===== config.mk =====
export PLATFORM = sky130hd
export DESIGN_NAME = commit_ctrl_flat
export DESIGN_NICKNAME = d
export VERILOG_FILES = /design/src/rtl/commit_ctrl_if.sv /design/src/rtl/commit_ctrl.sv /design/src/flat_wrapper.sv
export SDC_FILE = /design/constraint.sdc
export NUM_CORES = 1
export LEC_CHECK = 0
export BUFFER_PORTS_ARGS = -buffer_cell sky130_fd_sc_hd__buf_2
export CAP_MARGIN = 20
export CORE_MARGIN = 2
export CORE_UTILIZATION = 34
export CTS_CLUSTER_SIZE = 14
export DETAILED_ROUTE_END_ITERATION = 12
export GPL_ROUTABILITY_DRIVEN = 0
export HOLD_SLACK_MARGIN = 0.05
export SLEW_MARGIN = 20
export SYNTH_ARGS = -nofsm -noshare
export SYNTH_HDL_FRONTEND = slang
export SYNTH_SLANG_ARGS = --single-unit

===== constraint.sdc =====
create_clock -name clk -period 1.9 [get_ports clk]
set_input_delay 0 -clock clk [delete_from_list [all_inputs] [get_ports clk]]
set_output_delay 0 -clock clk [all_outputs]
set_load 0.05 [all_outputs]

===== src/rtl/commit_ctrl_if.sv =====
// rtl/commit_ctrl_if.sv - ROB head, register file write port, LSB store handshake and flush signals
// master: the commit sequencer; slave: the ROB/regfile/LSB side.
interface commit_ctrl_if #(
  parameter int ROB_ADDR_W = 4,
  parameter int REG_ADDR_W = 5,
  parameter int DATA_W     = 32
);
  logic                  head_valid;
  logic                  head_done;
  logic [ROB_ADDR_W-1:0] head_rob_num;
  logic [REG_ADDR_W-1:0] head_dest;
  logic [DATA_W-1:0]     head_data;
  logic                  head_is_store;
  logic                  head_mispredict;
  logic [DATA_W-1:0]     head_target_pc;
  logic                  head_pop;
  logic                  has_from_rob;
  logic [REG_ADDR_W-1:0] dest_reg_num;
  logic [DATA_W-1:0]     in_reg_data;
  logic [ROB_ADDR_W-1:0] in_reg_rob_num;
  logic                  store_req;
  logic                  store_ack;
  logic                  has_misbranch;
  logic [DATA_W-1:0]     jump_pc;

  modport master (
    input  head_valid, head_done, head_rob_num, head_dest, head_data,
           head_is_store, head_mispredict, head_target_pc, store_ack,
    output head_pop, has_from_rob, dest_reg_num, in_reg_data, in_reg_rob_num,
           store_req, has_misbranch, jump_pc
  );

  modport slave (
    output head_valid, head_done, head_rob_num, head_dest, head_data,
           head_is_store, head_mispredict, head_target_pc, store_ack,
    input  head_pop, has_from_rob, dest_reg_num, in_reg_data, in_reg_rob_num,
           store_req, has_misbranch, jump_pc
  );
endinterface


===== src/rtl/commit_ctrl.sv =====
// rtl/commit_ctrl.sv - in-order retirement sequencer between ROB head and register file
// Retires one entry per cycle, serialises stores through the LSB and raises the flush pulse on mispredict.
module commit_ctrl #(
  parameter int ROB_ADDR_W = 4,
  parameter int REG_ADDR_W = 5,
  parameter int DATA_W     = 32
) (
  input  logic          clk,
  input  logic          rst,
  input  logic          rdy,
  commit_ctrl_if.master bus,
  output logic [31:0]   commit_cnt
);

  typedef enum logic [1:0] {RUN, WAIT_STORE, FLUSH} state_t;

  state_t                state, state_nxt;
  logic                  retire;
  logic                  pop;
  logic                  from_q;
  logic                  mis_q;
  logic [REG_ADDR_W-1:0] dest_q;
  logic [DATA_W-1:0]     data_q;
  logic [ROB_ADDR_W-1:0] tag_q;
  logic [DATA_W-1:0]     jpc_q;
  logic [31:0]           cnt_q;

  // rst gates the combinational pop so nothing dequeues while the block is held in reset
  always_comb begin
    state_nxt = state;
    retire    = 1'b0;
    pop       = 1'b0;
    if (rst && rdy) begin
      case (state)
        RUN: begin
          if (bus.head_valid && bus.head_done) begin
            if (bus.head_is_store) begin
              state_nxt = WAIT_STORE;
            end else begin
              retire = 1'b1;
              pop    = 1'b1;
              if (bus.head_mispredict) state_nxt = FLUSH;
            end
          end
        end
        WAIT_STORE: begin
          if (bus.store_ack) begin
            pop       = 1'b1;
            state_nxt = RUN;
          end
        end
        FLUSH:   state_nxt = RUN;
        default: state_nxt = RUN;
      endcase
    end
  end

  always_ff @(posedge clk) begin
    if (!rst) begin
      state  <= RUN;
      from_q <= 1'b0;
      mis_q  <= 1'b0;
      dest_q <= '0;
      data_q <= '0;
      tag_q  <= '0;
      jpc_q  <= '0;
      cnt_q  <= '0;
    end else begin
      state  <= state_nxt;
      from_q <= retire;
      mis_q  <= retire && bus.head_mispredict;
      if (retire) begin
        dest_q <= bus.head_dest;
        data_q <= bus.head_data;
        tag_q  <= bus.head_rob_num;
      end
      if (retire && bus.head_mispredict) jpc_q <= bus.head_target_pc;
      if (pop) cnt_q <= cnt_q + 32'd1;
    end
  end

  assign bus.head_pop       = pop;
  assign bus.has_from_rob   = from_q;
  assign bus.dest_reg_num   = dest_q;
  assign bus.in_reg_data    = data_q;
  assign bus.in_reg_rob_num = tag_q;
  assign bus.store_req      = (state == WAIT_STORE);
  assign bus.has_misbranch  = mis_q;
  assign bus.jump_pc        = jpc_q;
  assign commit_cnt         = cnt_q;

endmodule


===== src/flat_wrapper.sv =====
// flat-port wrapper written by rule: the top's interface ports become plain ports
module commit_ctrl_flat 
#(
  parameter int ROB_ADDR_W = 4,
  parameter int REG_ADDR_W = 5,
  parameter int DATA_W     = 32
)
  (clk, rst, rdy, commit_cnt, bus_head_valid, bus_head_done, bus_head_rob_num, bus_head_dest, bus_head_data, bus_head_is_store, bus_head_mispredict, bus_head_target_pc, bus_store_ack, bus_head_pop, bus_has_from_rob, bus_dest_reg_num, bus_in_reg_data, bus_in_reg_rob_num, bus_store_req, bus_has_misbranch, bus_jump_pc);
  commit_ctrl_if #(.ROB_ADDR_W(ROB_ADDR_W), .REG_ADDR_W(REG_ADDR_W), .DATA_W(DATA_W)) bus_i ();
  input  logic clk;
  input  logic rst;
  input  logic rdy;
  output logic [31:0] commit_cnt;
  input wire logic [$bits(bus_i.head_valid)-1:0] bus_head_valid;
  input wire logic [$bits(bus_i.head_done)-1:0] bus_head_done;
  input wire logic [$bits(bus_i.head_rob_num)-1:0] bus_head_rob_num;
  input wire logic [$bits(bus_i.head_dest)-1:0] bus_head_dest;
  input wire logic [$bits(bus_i.head_data)-1:0] bus_head_data;
  input wire logic [$bits(bus_i.head_is_store)-1:0] bus_head_is_store;
  input wire logic [$bits(bus_i.head_mispredict)-1:0] bus_head_mispredict;
  input wire logic [$bits(bus_i.head_target_pc)-1:0] bus_head_target_pc;
  input wire logic [$bits(bus_i.store_ack)-1:0] bus_store_ack;
  output wire logic [$bits(bus_i.head_pop)-1:0] bus_head_pop;
  output wire logic [$bits(bus_i.has_from_rob)-1:0] bus_has_from_rob;
  output wire logic [$bits(bus_i.dest_reg_num)-1:0] bus_dest_reg_num;
  output wire logic [$bits(bus_i.in_reg_data)-1:0] bus_in_reg_data;
  output wire logic [$bits(bus_i.in_reg_rob_num)-1:0] bus_in_reg_rob_num;
  output wire logic [$bits(bus_i.store_req)-1:0] bus_store_req;
  output wire logic [$bits(bus_i.has_misbranch)-1:0] bus_has_misbranch;
  output wire logic [$bits(bus_i.jump_pc)-1:0] bus_jump_pc;
  assign bus_i.head_valid = bus_head_valid;
  assign bus_i.head_done = bus_head_done;
  assign bus_i.head_rob_num = bus_head_rob_num;
  assign bus_i.head_dest = bus_head_dest;
  assign bus_i.head_data = bus_head_data;
  assign bus_i.head_is_store = bus_head_is_store;
  assign bus_i.head_mispredict = bus_head_mispredict;
  assign bus_i.head_target_pc = bus_head_target_pc;
  assign bus_i.store_ack = bus_store_ack;
  assign bus_head_pop = bus_i.head_pop;
  assign bus_has_from_rob = bus_i.has_from_rob;
  assign bus_dest_reg_num = bus_i.dest_reg_num;
  assign bus_in_reg_data = bus_i.in_reg_data;
  assign bus_in_reg_rob_num = bus_i.in_reg_rob_num;
  assign bus_store_req = bus_i.store_req;
  assign bus_has_misbranch = bus_i.has_misbranch;
  assign bus_jump_pc = bus_i.jump_pc;
  commit_ctrl #(.ROB_ADDR_W(ROB_ADDR_W), .REG_ADDR_W(REG_ADDR_W), .DATA_W(DATA_W)) u_core (.clk(clk), .rst(rst), .rdy(rdy), .bus(bus_i), .commit_cnt(commit_cnt));
endmodule

==> key figures <==
Synthesis
  • Largest family of logic cells by synthesized area: simple AND/OR/NAND/NOR gates
  • Number of synthesized flops with an enable pin: 0
  • Simple logic cell fraction of the synthesized area: 25.9%
  • Top cells by area, synth: dfxtp_1 50%, nand2_1 14%, a21oi_1 6.4%
  • Seq cells post-synth: 109
  • Adder-cell share of the synthesized area: 0.289%
  • Asr flop ratio synth: 0%
  • Syn Area/Cell: 8.16 um^2
  • Synth Net Count: 612
  • Yosys warns: 0
  • Post-synthesis xor/xnor area fraction: 1.21%
  • Area leader, netlist: dfxtp_1
  • Compound-Gate Fraction of Synth Area: 16.9%
  • Post-synthesis cell count: 530
  • Post-synthesis mux area share: 0.926%
  • Synth unique cells: 41
  • Post-synthesis sequential area ratio: 50.4%
  • Post-synth top flop: dfxtp_1
  • Synth top area share: 50.4%
  • Synthesized area: 4330 um^2

Layout
  • Cell area after layout: 6610 um^2
  • Register area: 2210 um^2
  • Layout area overhead: 52.9%
  • Fillers: 1178
  • Finished Layout Cells: 965
  • Area of the multi-input gates: 1990 um^2
  • Layout cell share with drive strength beyond 1: 31.7%
  • Nets: 870
  • Final Util: 52.8%

Route
  • Vias: 4648
  • Average wire per standard cell: 13.8 um
  • Post-route ant nets: 0
  • Pre-antenna DRT Iters: 4
  • Final WL: 13.3 mm
  • Drt drc: 0
  • Vias per cell: 4.82
  • DRT iter0 DRCs: 221

Place
  • DP HPWL: 8.64 mm
  • DP Area: 5520 um^2
  • Placed Cells: 872
  • DP Worst Slack: 0.106 ns
  • Number of port buffers: 189

GRT
  • Largest net degree at the start of global routing: 84
  • All-Layer GR Usage: 18.7%
  • Overflow after GRT: 0
  • Initial antenna violation count: 1
  • First-pass GRT wire length: 20.1 mm
  • Vias in the first global route: 4317

Pwr
  • Final total power: 4.63 mW
  • Leak Pwr: 2.80 nW
  • Peak supply drop: 0.468 mV
  • Combinational Power Share: 9.6%
  • P_sw: 1.06 mW
  • Flop pwr share: 50.1%
  • Sw Share: 22.9%
  • Clock share of power: 40.3%
  • Cell Int Power: 3.57 mW
  • Pwr dens: 701 nW/um^2

Critical path
  • Slowest stage delay, CP: 0.55 ns
  • CP Launch Type: flop
  • Kind of critical path: reg -> reg
  • Critical path depth in cells: 6
  • CP max FO: 5
  • Crit path from: u_core.state[0]
  • Critical Path Sink Type: flop
  • FF-to-FF path depth: 6
  • Required time of the worst setup path: 2.12 ns
  • CP arrival: 2.08 ns
  • Buffers and inverters on the worst path: 2
  • Cell Chain, Critical Path: buf_4 > or3_1 > a21oi_2 > nand4b_1 > dlygate4sd3_1 > a21oi_1
  • CP max stage cell: dlygate4sd3_1
  • Crit path max-delay family: buffers and inverters
  • RR Startpoint: u_core.state[0]

CTS
  • Clk Latency, worst-skew pair: 0.34 ns
  • CTS tree: yes
  • TritonCTS Buffers: 9
  • Clock Sinks: 109
  • CTS Buffer Depth: 2
  • H-Tree Depth: 3
  • Reg clk slew, reported paths: 0.07 ns
  • Root Buffer: clkbuf_16

Timing
  • Worst-Margin Slew: 0.802 ns
  • Period utilization: 97.6%
  • Hold WS: 0.188 ns
  • Worst setup margin: 0.0449 ns
  • Fin crit period: 1.86 ns
  • Max transition margin: 46.3%
  • Finish-stage setup viols: 0
  • Slew Viols, Final: 0
  • Final Hold Viols: 0
  • Fin Setup TNS: 0 ns
  • Max Clock Freq: 0.539 GHz
  • Clock Skew: 0.00636 ns

Flow run
  • Max Cap Viol: 0

Floorplanning
  • Starting density of the core: 34.6%
  • IO Pins: 190
  • Core ar.: 12500 um^2
  • Die width: 117 um
  • Row cnt: 41
  • Die area: 13600 um^2
  • Die H: 117 um

Min path
  • Hold path startpoint: bus_head_mispredict
  • Hold Path Class: in -> reg
  • Hold depth: 5

Run status
  • Status: completed
worst register-to-register path, cell delays in order (launching register included):
cell and delay (ns):
dfxtp_1 0.32, buf_4 0.14, or3_1 0.39, a21oi_2 0.15
nand4b_1 0.12, dlygate4sd3_1 0.55, a21oi_1 0.07
power by group through the flow:
| stage | clock (mW) | combinational (mW) | sequential [mW] |
|---|---|---|---|
| final | 1.87 | 0.444 | 2.32 |
| after global routing | 2.03 | 0.473 | 2.32 |
| after CTS | 1.93 | 0.434 | 2.32 |
| after detailed placement | 0 | 0.312 | 2.37 |
| after global placement | 0 | 0.307 | 2.37 |
| after floorplan | 0 | 0.0851 | 2.46 |
repair_timing:
item                                    CTS  global route
endpoints found under the setup margin    0             9
resized for setup                         0             7
setup buffers                             0             0
hold endpoints to repair                 76             0
hold buffers                             77             0
synth_stat cells, drive strengths merged, types with 2 or more instances:
library cell,count
xor2,5
dfxtp,109
mux2i,4
nand2,163
or3,6
nor2,6
and4,6
nand4,7
and4bb,2
a21oi,55
and2,5
or4,14
and3,2
nor4,5
buf,9
o211ai,3
nand2b,6
and3b,2
clkbuf,29
inv,5
o2111ai,5
o21ai,48
nand3,10
o31ai,14
path summary, 6_finish.rpt:
check	slack, ns	endpoint
worst max-delay path	0.04	u_core.state[0]
worst min-delay path	0.19	u_core.state[0]
worst max register to register	0.04	u_core.state[0]
worst min register to register	0.45	u_core.bus.jump_pc[0]
placed cells by master (no fill, tap or decap), drive strengths merged:
cell type,count
nand2,163
and3,2
nand3,10
xnor2,1
a21oi,55
and4b,1
mux2i,4
and2,5
or3,6
bufinv,1
ha,1
dfxtp,109
clkinvlp,1
nor4,5
and4,6
o2111ai,5
o31ai,14
nand4,7
xor2,5
clkbuf,12
and3b,2
o41ai,1
dlygate4sd3,77
nor2b,1
o211ai,3
or4,14
nand2b,6
inv,5
clkinv,2
o31a,1
nand4b,1
o21a,1
diode,1
nor2,6
and4bb,2
buf,208
o21ai,48
o311ai,1
sequential cells by signal (all words and copies together), names as in the netlist:
name,cells
u_core.bus.dest_reg_num,5
u_core.bus.has_from_rob,1
u_core.bus.has_misbranch,1
u_core.bus.in_reg_data,32
u_core.bus.in_reg_rob_num,4
u_core.bus.jump_pc,32
u_core.commit_cnt,32
u_core.state,2
cell type report:
type                    instances  area share (%)
flip-flops and latches        109            33.4
diodes                          1          0.0378
clock inverters                 3           0.700
clock buffers                  12            3.73
inverters                       6           0.341
repair buffers                285            28.5
well taps                     172            3.25
multi-input cells             377            30.1
cells by family (layout without fill, tap and decap cells):
family | after synthesis | in the layout
simple gates | 237 | 237
compound gates | 129 | 129
flops | 109 | 109
buf+inv | 44 | 306
xor+xnor | 6 | 6
mux | 4 | 4
fa+ha+maj | 1 | 1
other cells | 0 | 1
per-layer routing:
| layer | routed length, um | track usage (%) |
|---|---|---|
| met1 | 5660 | 22.2 |
| met2 | 6580 | 31.4 |
| met3 | 618 | 4.17 |
| met4 | 434 | 10.0 |
| met5 | 0 | 0 |
Power figures use the tool's default switching activity.
